[config.mk]
export PLATFORM = sky130hd
export DESIGN_NAME = sisc_ctrl_mc_flat
export DESIGN_NICKNAME = d
export VERILOG_FILES = /design/src/rtl/sisc_ctrl_mc_pkg.sv /design/src/rtl/sisc_ctrl_mc_if.sv /design/src/rtl/sisc_ctrl_mc_br_cond.sv /design/src/rtl/sisc_ctrl_mc.sv /design/src/flat_wrapper.sv
export SDC_FILE = /design/constraint.sdc
export NUM_CORES = 1
export LEC_CHECK = 0
export ABC_AREA = 1
export CAP_MARGIN = 10
export CELL_PAD_IN_SITES_DETAIL_PLACEMENT = 1
export CELL_PAD_IN_SITES_GLOBAL_PLACEMENT = 1
export CORE_AREA = 2 2 39 41
export DETAILED_ROUTE_END_ITERATION = 16
export DIE_AREA = 0 0 41 43
export DONT_BUFFER_PORTS = 1
export PLACE_DENSITY = 0.81
export RECOVER_POWER = 25
export SYNTH_ARGS = -nofsm -noshare
export SYNTH_HDL_FRONTEND = slang
export SYNTH_SLANG_ARGS = --single-unit
export TNS_END_PERCENT = 20
[constraint.sdc]
create_clock -name clk -period 1.9 [get_ports clk]
set_clock_uncertainty 0.05 [all_clocks]
set_input_delay 0 -clock clk [delete_from_list [all_inputs] [get_ports clk]]
set_output_delay 0 -clock clk [all_outputs]
set_load 0.1 [all_outputs]
[src/rtl/sisc_ctrl_mc_pkg.sv]
// rtl/sisc_ctrl_mc_pkg.sv - shared encodings for the SISC multi-cycle controller
package sisc_ctrl_pkg;

  // FSM state encodings (4-bit debug field)
  localparam logic [3:0] ST_START1  = 4'd0;
  localparam logic [3:0] ST_FETCH   = 4'd1;
  localparam logic [3:0] ST_DECODE  = 4'd2;
  localparam logic [3:0] ST_EXECUTE = 4'd3;
  localparam logic [3:0] ST_MEM     = 4'd4;
  localparam logic [3:0] ST_WB      = 4'd5;
  localparam logic [3:0] ST_WB2     = 4'd6;
  localparam logic [3:0] ST_HALT    = 4'd7;

  // Opcodes
  localparam logic [3:0] OP_NOOP = 4'd0;
  localparam logic [3:0] OP_LOD  = 4'd1;
  localparam logic [3:0] OP_STR  = 4'd2;
  localparam logic [3:0] OP_SWP  = 4'd3;
  localparam logic [3:0] OP_BRA  = 4'd4;
  localparam logic [3:0] OP_BRR  = 4'd5;
  localparam logic [3:0] OP_BNE  = 4'd6;
  localparam logic [3:0] OP_BNR  = 4'd7;
  localparam logic [3:0] OP_ALU  = 4'd8;
  localparam logic [3:0] OP_HLT  = 4'd15;

  // Write-back source select
  localparam logic [1:0] WB_ALU = 2'd0;
  localparam logic [1:0] WB_MEM = 2'd1;
  localparam logic [1:0] WB_RS  = 2'd2;

  // ALU function codes
  localparam logic [1:0] ALU_PASS = 2'b10;
  localparam logic [1:0] ALU_ADDI = 2'b01;

  // Instructions that wait on the data memory handshake
  function automatic logic is_mem_op(input logic [3:0] op);
    return (op == OP_LOD) || (op == OP_STR);
  endfunction

endpackage

[src/rtl/sisc_ctrl_mc_if.sv]
// rtl/sisc_ctrl_mc_if.sv - controller to datapath/memory signal bundle
interface sisc_ctrl_mc_if #(
  parameter int MM_W = 4
);
  logic [3:0]      opcode;
  logic [MM_W-1:0] mm;
  logic [MM_W-1:0] stat;
  logic            mem_ack;
  logic            rf_we;
  logic            rf_wsel;
  logic [1:0]      wb_sel;
  logic [1:0]      alu_op;
  logic            br_sel;
  logic            pc_rst;
  logic            pc_write;
  logic            pc_sel;
  logic            ir_load;
  logic            dm_we;
  logic            dm_re;
  logic            halted;
  logic [3:0]      state;

  // Controller side
  modport master (
    input  opcode, mm, stat, mem_ack,
    output rf_we, rf_wsel, wb_sel, alu_op, br_sel, pc_rst, pc_write,
           pc_sel, ir_load, dm_we, dm_re, halted, state
  );

  // Datapath / memory side
  modport slave (
    output opcode, mm, stat, mem_ack,
    input  rf_we, rf_wsel, wb_sel, alu_op, br_sel, pc_rst, pc_write,
           pc_sel, ir_load, dm_we, dm_re, halted, state
  );
endinterface

[src/rtl/sisc_ctrl_mc_br_cond.sv]
// rtl/sisc_ctrl_mc_br_cond.sv - branch condition and target-mode decode
module sisc_br_cond
  import sisc_ctrl_pkg::*;
#(
  parameter int MM_W = 4
) (
  input  logic [3:0]      opcode,
  input  logic [MM_W-1:0] mm,
  input  logic [MM_W-1:0] stat,
  output logic            take,
  output logic            br_sel
);

  logic hit;
  assign hit = |(mm & stat);

  // BRA/BRR branch on any masked status bit set, BNE/BNR on none set
  always_comb begin
    take   = 1'b0;
    br_sel = 1'b0;
    case (opcode)
      OP_BRA: begin take = hit;  br_sel = 1'b1; end
      OP_BRR: begin take = hit;  end
      OP_BNE: begin take = !hit; br_sel = 1'b1; end
      OP_BNR: begin take = !hit; end
      default: ;
    endcase
  end

endmodule

[src/rtl/sisc_ctrl_mc.sv]
// rtl/sisc_ctrl_mc.sv - multi-cycle SISC control FSM with memory wait states
module sisc_ctrl_mc
  import sisc_ctrl_pkg::*;
#(
  parameter int MM_W        = 4,
  parameter bit USE_MEM_ACK = 1'b1,
  parameter int AM_IMM      = 8
) (
  input logic             clk,
  input logic             rst_f,
  sisc_ctrl_mc_if.master  bus
);

  logic [3:0] cur;
  logic [3:0] nxt;
  logic       ack;
  logic       take;
  logic       br_sel_c;
  logic [1:0] exec_alu;

  // Single-cycle memory builds behave as if every transfer acks at once
  assign ack = USE_MEM_ACK ? bus.mem_ack : 1'b1;

  sisc_br_cond #(.MM_W(MM_W)) u_br_cond (
    .opcode (bus.opcode),
    .mm     (bus.mm),
    .stat   (bus.stat),
    .take   (take),
    .br_sel (br_sel_c)
  );

  // ALU function used in EXECUTE and held through MEM
  always_comb begin
    exec_alu = ALU_PASS;
    if (bus.opcode == OP_ALU)
      exec_alu = {1'b0, bus.mm == MM_W'(AM_IMM)};
    else if (is_mem_op(bus.opcode))
      exec_alu = ALU_ADDI;
  end

  // State register; reset forces START1 from any state, HALT included
  always_ff @(posedge clk or negedge rst_f) begin
    if (!rst_f) cur <= ST_START1;
    else        cur <= nxt;
  end

  assign bus.state = cur;

  // Next-state and control outputs decoded from the present state
  always_comb begin
    nxt          = ST_START1;
    bus.rf_we    = 1'b0;
    bus.rf_wsel  = 1'b0;
    bus.wb_sel   = WB_ALU;
    bus.alu_op   = ALU_PASS;
    bus.br_sel   = 1'b0;
    bus.pc_rst   = 1'b0;
    bus.pc_write = 1'b0;
    bus.pc_sel   = 1'b0;
    bus.ir_load  = 1'b0;
    bus.dm_we    = 1'b0;
    bus.dm_re    = 1'b0;
    bus.halted   = 1'b0;
    case (cur)
      ST_START1: begin
        bus.pc_rst = 1'b1;
        nxt        = ST_FETCH;
      end
      ST_FETCH: begin
        nxt = ST_FETCH;
        if (ack) begin
          bus.ir_load  = 1'b1;
          bus.pc_write = 1'b1;
          nxt          = ST_DECODE;
        end
      end
      ST_DECODE: begin
        bus.pc_sel   = 1'b1;
        bus.br_sel   = br_sel_c;
        bus.pc_write = take;
        case (bus.opcode)
          OP_LOD, OP_STR, OP_SWP, OP_ALU: nxt = ST_EXECUTE;
          OP_HLT:                         nxt = ST_HALT;
          default:                        nxt = ST_FETCH;
        endcase
      end
      ST_EXECUTE: begin
        bus.alu_op = exec_alu;
        nxt        = ST_MEM;
      end
      ST_MEM: begin
        bus.alu_op = exec_alu;
        bus.dm_re  = (bus.opcode == OP_LOD);
        bus.dm_we  = (bus.opcode == OP_STR);
        if (is_mem_op(bus.opcode) && !ack) nxt = ST_MEM;
        else if (bus.opcode == OP_STR)      nxt = ST_FETCH;
        else                                nxt = ST_WB;
      end
      ST_WB: begin
        nxt = ST_FETCH;
        case (bus.opcode)
          OP_ALU: begin bus.rf_we = 1'b1; bus.wb_sel = WB_ALU; end
          OP_LOD: begin bus.rf_we = 1'b1; bus.wb_sel = WB_MEM; end
          OP_SWP: begin bus.rf_we = 1'b1; bus.wb_sel = WB_RS; nxt = ST_WB2; end
          default: ;
        endcase
      end
      ST_WB2: begin
        bus.rf_we   = 1'b1;
        bus.rf_wsel = 1'b1;
        bus.wb_sel  = WB_ALU;
        nxt         = ST_FETCH;
      end
      ST_HALT: begin
        bus.halted = 1'b1;
        nxt        = ST_HALT;
      end
      default: nxt = ST_START1;
    endcase
  end

endmodule

[src/flat_wrapper.sv]
// flat-port wrapper written by rule: the top's interface ports become plain ports
module sisc_ctrl_mc_flat import sisc_ctrl_pkg::*;
#(
  parameter int MM_W        = 4,
  parameter bit USE_MEM_ACK = 1'b1,
  parameter int AM_IMM      = 8
)
  (clk, rst_f, bus_opcode, bus_mm, bus_stat, bus_mem_ack, bus_rf_we, bus_rf_wsel, bus_wb_sel, bus_alu_op, bus_br_sel, bus_pc_rst, bus_pc_write, bus_pc_sel, bus_ir_load, bus_dm_we, bus_dm_re, bus_halted, bus_state);
  sisc_ctrl_mc_if #(.MM_W(MM_W)) bus_i ();
  input logic clk;
  input logic rst_f;
  input wire logic [$bits(bus_i.opcode)-1:0] bus_opcode;
  input wire logic [$bits(bus_i.mm)-1:0] bus_mm;
  input wire logic [$bits(bus_i.stat)-1:0] bus_stat;
  input wire logic [$bits(bus_i.mem_ack)-1:0] bus_mem_ack;
  output wire logic [$bits(bus_i.rf_we)-1:0] bus_rf_we;
  output wire logic [$bits(bus_i.rf_wsel)-1:0] bus_rf_wsel;
  output wire logic [$bits(bus_i.wb_sel)-1:0] bus_wb_sel;
  output wire logic [$bits(bus_i.alu_op)-1:0] bus_alu_op;
  output wire logic [$bits(bus_i.br_sel)-1:0] bus_br_sel;
  output wire logic [$bits(bus_i.pc_rst)-1:0] bus_pc_rst;
  output wire logic [$bits(bus_i.pc_write)-1:0] bus_pc_write;
  output wire logic [$bits(bus_i.pc_sel)-1:0] bus_pc_sel;
  output wire logic [$bits(bus_i.ir_load)-1:0] bus_ir_load;
  output wire logic [$bits(bus_i.dm_we)-1:0] bus_dm_we;
  output wire logic [$bits(bus_i.dm_re)-1:0] bus_dm_re;
  output wire logic [$bits(bus_i.halted)-1:0] bus_halted;
  output wire logic [$bits(bus_i.state)-1:0] bus_state;
  assign bus_i.opcode = bus_opcode;
  assign bus_i.mm = bus_mm;
  assign bus_i.stat = bus_stat;
  assign bus_i.mem_ack = bus_mem_ack;
  assign bus_rf_we = bus_i.rf_we;
  assign bus_rf_wsel = bus_i.rf_wsel;
  assign bus_wb_sel = bus_i.wb_sel;
  assign bus_alu_op = bus_i.alu_op;
  assign bus_br_sel = bus_i.br_sel;
  assign bus_pc_rst = bus_i.pc_rst;
  assign bus_pc_write = bus_i.pc_write;
  assign bus_pc_sel = bus_i.pc_sel;
  assign bus_ir_load = bus_i.ir_load;
  assign bus_dm_we = bus_i.dm_we;
  assign bus_dm_re = bus_i.dm_re;
  assign bus_halted = bus_i.halted;
  assign bus_state = bus_i.state;
  sisc_ctrl_mc #(.MM_W(MM_W), .USE_MEM_ACK(USE_MEM_ACK), .AM_IMM(AM_IMM)) u_core (.clk(clk), .rst_f(rst_f), .bus(bus_i));
endmodule
==> qor.yml, run 1 <==
yosys.area.top_type: "nand2_1"
dr.pass1.iters: 4
ys_ff_latch: 3
hold_viol_final: 0
num_vias: 630
synth_cell_type_count: 16
clockBufferDepth: 2
use_met1_pct: 25.5
ant_nets: 0
grt.total_usage_pct: 21.9
place_hpwl_um: 1390
leakage_nw: 0.411
worst-setup-path-type: "flop to output pin"
drc: 0
synth_top_area_share_pct: 28.8
grtUsageMet2_pct: 38.1
initial_utilization_pct: 33.0
largest_register_ffs: 3
worstHoldPathType: "input port to flop"
vdd_ir_drop_max_mv: 1.15
vias_per_cell: 4.92
antenna_found_initial: 0
required_ps: 1850
ys_seq_area_share_pct: 16.4
boundaryPins: 33
finalMaxSlewViolations: 0
tns_ps: 0
utilization_pct: 54.4
n_antenna_cell: 0
place_congestion: 0.805
die_h_um: 43
die_w_um: 41
wl_per_cell_um: 13.5
multi_input_area_um2: 397
power_per_cell_area_nw_per_um2: 1670
clock_sinks: 3
grt_util_met3_pct: 3.66
synth_area_leaders: "nand2_1, dfrtp_1, nor2_1"
grt_pass1_wl_um: 2650
cts_inserted_buffers: 3
path_clk_slew_ps: 40
fmax_ghz: 0.609
status: "completed"
grt_max_degree: 9
syn_inst: 91
grt_pass1_vias: 634
fill_cells: 204
critical_path.max_fanout: 8
syn_area_um2: 457
postSynthAreaPerCell_um2: 5.02
grt.overflow.total: 0
cts-resized-gates: 0
cap_viol_max_count: 0
rsz0062_at_grt: "no"
drive_gt1_share_pct: 36.6
h-tree-depth: 1
synth_fp_nets: 106
layout.nets: 128
coreArea_um2: 1380
yosys_warnings: 0
top_usage_layer: "met2"
io_buffers: 0
critPathArrivalTime_ps: 1590
die-area_um2: 1760
fin_crit_sh_pct: 86.4
cts_tree: "done"
seq_area_um2: 86.3
area_delta_synth_final_pct: 64.9
clock-root-buffer: "clkbuf_4"
worstSetupStartpointType: "flop"
finalWirelength_um: 1730
initialDrtViolationCount: 7
endpoint_kind: "output pin"
rows: 14
period_needed_ps: 1640
setup_violations: 0
clk_latency_ps: 240
[cell type report]
type,instances,area share [%]
Inverter,13,6.48
Timing Repair Buffer,19,23.3
Multi-Input combinational cell,73,52.7
Sequential cell,3,11.5
Tap cell,16,2.66
Clock buffer,4,3.49
[synthesized netlist by cell type]
cell and n:
nor2_1 18, nand3_2 1, dfrtp_1 3, nor2_2 2, o21bai_1 1, conb_1 1
nand2_1 35, o21ai_0 3, nand3_1 8, buf_6 1, nor2_4 1, nor3_1 2
a21oi_1 1, inv_2 3, buf_4 1, inv_1 10
[cells by family (layout without fill, tap and decap cells)]
| logic type | after synthesis | in the layout | synth area share [%] |
|---|---|---|---|
| compound gates | 5 | 5 | 6.03 |
| buf+inv | 15 | 36 | 14.8 |
| flops | 3 | 3 | 16.4 |
| simple gates | 67 | 67 | 61.9 |
| other cells | 1 | 1 | 0.821 |
[cells in the final DEF (no fill, tap or decap)]
| cell | n |
|---|---|
| clkbuf_4 | 3 |
| nand3_2 | 1 |
| clkbuf_1 | 1 |
| dfrtp_4 | 3 |
| buf_12 | 2 |
| a21oi_1 | 1 |
| inv_1 | 10 |
| nand3_1 | 8 |
| dlygate4sd3_1 | 3 |
| inv_2 | 3 |
| nor3_4 | 2 |
| nand2_4 | 2 |
| nor2_1 | 10 |
| o21ai_0 | 3 |
| nand2_1 | 33 |
| nor2_4 | 6 |
| conb_1 | 1 |
| nor2_2 | 5 |
| buf_4 | 14 |
| o21bai_1 | 1 |
[per-layer routing]
metal	part of all wire, %	vias to the layer above
met2	54	26
met5	0	-
met3	5.8	2
met4	0.40	0
li1	-	315
met1	40	287
[through the flow]
| step | total power, mW | instances | setup WS, ps | hold WS, ps | cell area [um^2] |
|---|---|---|---|---|---|
| floorplan | 0.926 | 91 | -102 | -346 | 544 |
| finish | 1.26 | 128 | 258 | 6.51 | 753 |
| global placement | 1.10 | 121 | 584 | -346 | 697 |
| global route | 1.32 | 128 | 178 | 10.7 | 753 |
| detailed placement | 1.12 | 121 | 532 | -346 | 697 |
| CTS | 1.26 | 128 | 273 | 0.326 | 753 |
[timing repair]
item                      in CTS  in global routing
hold buffers                   3                  0
hold endpoints to repair       4                  0
setup buffers                  0                  0
[final timing paths]
kind / endpoint / slack [ps] / startpoint / depth (start not counted)
hold reg to reg: u_core.bus.state[1] / 640 / u_core.bus.state[2] / 3
setup / recovery: bus_alu_op[0] / 260 / u_core.bus.state[1] / 8
setup reg to reg: u_core.bus.state[1] / 600 / u_core.bus.state[1] / 5
max in group asynchronous: u_core.bus.state[2] / 1090 / rst_f / 2
hold / removal: u_core.bus.state[1] / 7 / bus_mem_ack / 4
min in group asynchronous: u_core.bus.state[0] / 520 / rst_f / 2
[worst max-delay path: stages (launching register included)]
cell	delay (ps)
dfrtp_4	510
inv_2	80
nand2_1	80
nor2_2	140
inv_2	70
nand2_1	110
nand2_4	70
nor2_4	120
buf_12	180
[where the power goes]
group	internal, mW	switching, mW
clock	0.0793	0.0425
sequential	0.108	0.0670
combinational	0.203	0.760
total	0.390	0.869
Power figures use the tool's default switching activity.
==> inputs of run 2 (changes only) <==
--- a/config.mk
+++ b/config.mk
@@ -15,3 +15,3 @@
 export DONT_BUFFER_PORTS = 1
-export PLACE_DENSITY = 0.81
+export PLACE_DENSITY_LB_ADDON = 0.1
 export RECOVER_POWER = 25
==> constraint.sdc (replaced) <==
create_clock -name clk -period 2.05 [get_ports clk]
set_clock_uncertainty 0.05 [all_clocks]
set_input_delay 0.1025 -clock clk [delete_from_list [all_inputs] [get_ports clk]]
set_output_delay 0.1025 -clock clk [all_outputs]
set_load 0.1 [all_outputs]
==> qor.yml, run 2 (synthesized netlist as in run 1, its figures left out) <==
cap_viol_max_count: 0
area_delta_synth_final_pct: 59.2
cts_setup_buffers: 0
setup_violations: 0
place_hpwl_um: 1200
fin_crit_sh_pct: 85.2
largest_register_ffs: 3
place_congestion: 0.714
cts_inserted_buffers: 3
dr.pass1.iters: 4
grt_max_degree: 10
relSlewSlack_pct: 23.6
final_area_um2: 727
finalWirelength_um: 1460
grt_pass1_wl_um: 2210
met3_length_um: 102
utilization_pct: 52.5
layout_commonest_cell: "nand2_1"
status: "completed"
leakage_nw: 0.398
io_buffers: 0
drive_gt1_share_pct: 36.4
h-tree-depth: 1
die_w_um: 41
hold_viol_final: 0
vdd_ir_drop_max_mv: 0.880
wl_met2_um: 793
initialDrtViolationCount: 9
top_layer_used: "met4"
wl_per_cell_um: 11.6
cts-resized-gates: 0
die_h_um: 43
place_area_um2: 697
drc: 0
n_antenna_cell: 0
layout.nets: 126
die-area_um2: 1760
ant_nets: 0
layout_common_cells: "nand2_1, buf_4, inv_1, nor2_1, nand3_1"
endpoint_kind: "output pin"
clock-root-buffer: "clkbuf_4"
critPathArrivalTime_ps: 1590
required_ps: 1900
power_per_cell_area_nw_per_um2: 1550
path_clk_slew_ps: 40
initial_utilization_pct: 33.0
worstSetupStartpointType: "flop"
clock_sinks: 3
dpl.cell_count: 121
worst-setup-path-type: "flop to output pin"
grt.total_usage_pct: 18.2
cts_hold_buffers: 1
cts_tree: "done"
clockBufferDepth: 2
boundaryPins: 33
period_needed_ps: 1750
rsz0062_at_grt: "no"
fmax_ghz: 0.572
critical_path.max_fanout: 9
grt_pass1_vias: 556
wl_met1_um: 552
antenna_found_initial: 0
vias_per_cell: 4.90
layout.cells.non_filler: 126
worst_pin_slew_ps: 1150
hold_ws_ps: 60.6
rows: 14
worstHoldPathType: "input port to flop"
grt.overflow.total: 0
fill_cells: 208
coreArea_um2: 1380
finalMaxSlewViolations: 0
clk_latency_ps: 230
num_vias: 617
## run 2: cell count changes in the layout (fill, tap and decap cells not counted), sizes merged
cell / previous run / this run
buf: 16 / 14
clkbuf: 4 / 6
dlygate4sd3: 3 / 1
## run 2: final timing paths
check,cells after the start,slack (ps),from,to
max,8,300,u_core.bus.state[1],bus_alu_op[0]
min,3,60,bus_mem_ack,u_core.bus.state[2]
max reg2reg,5,730,u_core.bus.state[2],u_core.bus.state[1]
min reg2reg,3,660,u_core.bus.state[2],u_core.bus.state[1]
max in group asynchronous,1,1700,rst_f,u_core.bus.state[0]
min in group asynchronous,1,80,rst_f,u_core.bus.state[2]
## run 2: through the flow
| step | setup TNS, ps | total power [mW] | worst slack [ps] |
|---|---|---|---|
| after detailed placement | 0 | 1.04 | 560 |
| after CTS | 0 | 1.15 | 321 |
| final | 0 | 1.13 | 303 |
| after floorplan | -118 | 0.859 | -54.4 |
| after global routing | 0 | 1.19 | 199 |
| after global placement | 0 | 1.02 | 574 |
## run 2: metal layers
metal / track usage (%) / vias up
li1: - / 312
met1: 20.5 / 280
met2: 31.3 / 23
met3: 3.14 / 2
met4: 8.00 / 0
met5: 0 / -
## run 2: worst max-delay path, cell delays in order, from the launching register on
cell and delay (ps):
dfrtp_4 520, inv_2 70, nand2_1 70, nor2_2 160
inv_2 70, nand2_1 100, nand2_4 70, nor2_4 120
buf_12 180
## run 2: where the power goes
group / total, mW / switching [mW] / internal [mW] / leakage (nW)
clock: 0.102 / 0.0289 / 0.0728 / 0.0150
sequential: 0.177 / 0.0760 / 0.101 / 0.0333
combinational: 0.850 / 0.675 / 0.175 / 0.350
total: 1.13 / 0.780 / 0.349 / 0.398
## run 2: area by class of cell
type	count	area (um^2)	share of cell area (%)
repair buffers	17	149	20.5
well taps	16	20.0	2.75
clock buffers	4	26.3	3.61
multi-input cells	73	397	54.6
inverters	13	48.8	6.71
flip-flops and latches	3	86.3	11.9
==> inputs of run 3 (changes only) <==
Settings changed: SYNTH_HIERARCHICAL set to 1.
==> qor.yml, run 3 <==
coreArea_um2: 1380
synth_edf_count: 0
dpl.cell_count: 126
seq_area_um2: 81.3
power_per_cell_area_nw_per_um2: 244
period_needed_ps: 1910
fmax_ghz: 0.523
critical_path.max_fanout: 5
die_w_um: 41
grt.overflow.total: 0
dr.pass1.iters: 5
yosys.area.top_type: "nand2_1"
initialDrtViolationCount: 9
fill_cells: 178
leakage_nw: 0.433
vdd_ir_drop_max_mv: 0.327
synthArstFlopShare_pct: 100
grt.total_usage_pct: 23.9
area_delta_synth_final_pct: 73.4
grt_max_degree: 9
required_ps: 1900
yosys_warnings: 6
place_congestion: 0.810
largest_register_ffs: 3
clock-root-buffer: "clkbuf_4"
synth_common_cells: "nand2_1, nor2_1, inv_1, nand3_1, o21ai_0"
p_total_uw: 202
synth_cell_type_count: 18
status: "completed"
worst_pin_slew_ps: 591
fin_ws_ps: 138
grt_pass1_vias: 675
io_buffers: 0
place_area_um2: 797
worst-setup-path-type: "flop to output pin"
wl_met1_um: 685
antenna_found_initial: 0
wl_met2_um: 991
drc: 0
die-area_um2: 1760
grt_pass1_wl_um: 2890
met3_length_um: 57
clockBufferDepth: 2
layout.nets: 131
critPathArrivalTime_ps: 1760
hold_viol_final: 0
multi_input_area_um2: 410
finalWirelength_um: 1750
layout_commonest_cell: "nand2_1"
wl_per_cell_um: 13.4
yosysMostFrequentCell: "nand2_1"
cts_tree: "done"
final_area_um2: 831
ys_seq_area_share_pct: 15.7
postSynthAreaPerCell_um2: 4.99
finalMaxSlewViolations: 0
relSlewSlack_pct: 60.6
cts_setup_buffers: 0
num_vias: 661
clk_latency_ps: 230
die_h_um: 43
fin_crit_sh_pct: 93.3
endpoint_kind: "output pin"
place_ws_ps: 373
worstSetupStartpointType: "flop"
cts_inserted_buffers: 3
place_hpwl_um: 1490
vias_per_cell: 5.05
layout_common_cells: "nand2_1, nor2_1, inv_1"
ant_nets: 0
cap_viol_max_count: 0
layout.cells.non_filler: 131
h-tree-depth: 1
boundaryPins: 33
top_layer_used: "met4"
worstHoldPathType: "input port to async pin"
synth_area_leaders: "nand2_1, nor2_1, dfrtp_1"
rows: 14
synth_top_area_share_pct: 21.1
path_clk_slew_ps: 40
syn_area_um2: 479
syn_inst: 96
rsz0062_at_grt: "no"
drive_gt1_share_pct: 35.7
n_antenna_cell: 0
synth_fp_nets: 111
initial_utilization_pct: 34.6
setup_violations: 0
clock_sinks: 3
ys.flop_type: "dfrtp_1"
ys_ff_latch: 3
## run 3: worst paths after layout
check                                    start             endpoint  slack (ps)  depth (start not counted)
hold / removal                           rst_f  u_core/bus.state[2]          80                          1
hold reg to reg            u_core/bus.state[0]  u_core/bus.state[1]         610                          3
setup / recovery           u_core/bus.state[1]        bus_alu_op[0]         140                          6
min in group clk                   bus_mem_ack  u_core/bus.state[0]         100                          3
max in group asynchronous                rst_f  u_core/bus.state[1]        1710                          1
setup reg to reg           u_core/bus.state[1]  u_core/bus.state[1]         480                          7
## run 3: repair_timing
| action | CTS | global route |
|---|---|---|
| resized for setup | 0 | 0 |
| hold endpoints to repair | 3 | 0 |
| setup endpoints to repair | 0 | 0 |
| hold buffers | 1 | 0 |
## run 3: metrics by stage
stage	utilization [%]	TNS, ps	hold WS, ps
CTS	60.2	0	73.8
global route	60.0	0	82.6
finish	60.0	0	78.0
floorplan	-	-435	-243
global placement	57.6	0	-243
detailed placement	57.6	0	-243
## run 3: logic make-up after synthesis
family	share of synthesized area, %
and+or+nand+nor	60.6
AOI/OAI and AO/OA	8.09
other	0.783
buffers and inverters	14.9
DFF	15.7
## run 3: critical path, stage by stage, from the launching register on
cell and delay [ps]:
dfrtp_4 630, nor3_2 330, inv_2 100, nand2_2 90, nand2_4 70, nor2_4 130
buf_12 180
## run 3: cell type report
type	count	area share, %
tap	16	2.41
multi-input combinational	77	49.4
sequential	3	9.79
inverter	14	6.33
timing repair buffer	17	28.9
clock buffer	4	3.16
## run 3: metal layers
metal	vias to the layer above	global-route usage (%)
li1	331	-
met1	308	27.5
met2	20	42.5
met3	2	4.19
met4	0	6.00
met5	-	0
## run 3: power by group
group          total (mW)  internal [mW]  switching, mW
clock               0.101         0.0728         0.0281
combinational      0.0421         0.0112         0.0309
sequential         0.0595         0.0595              0
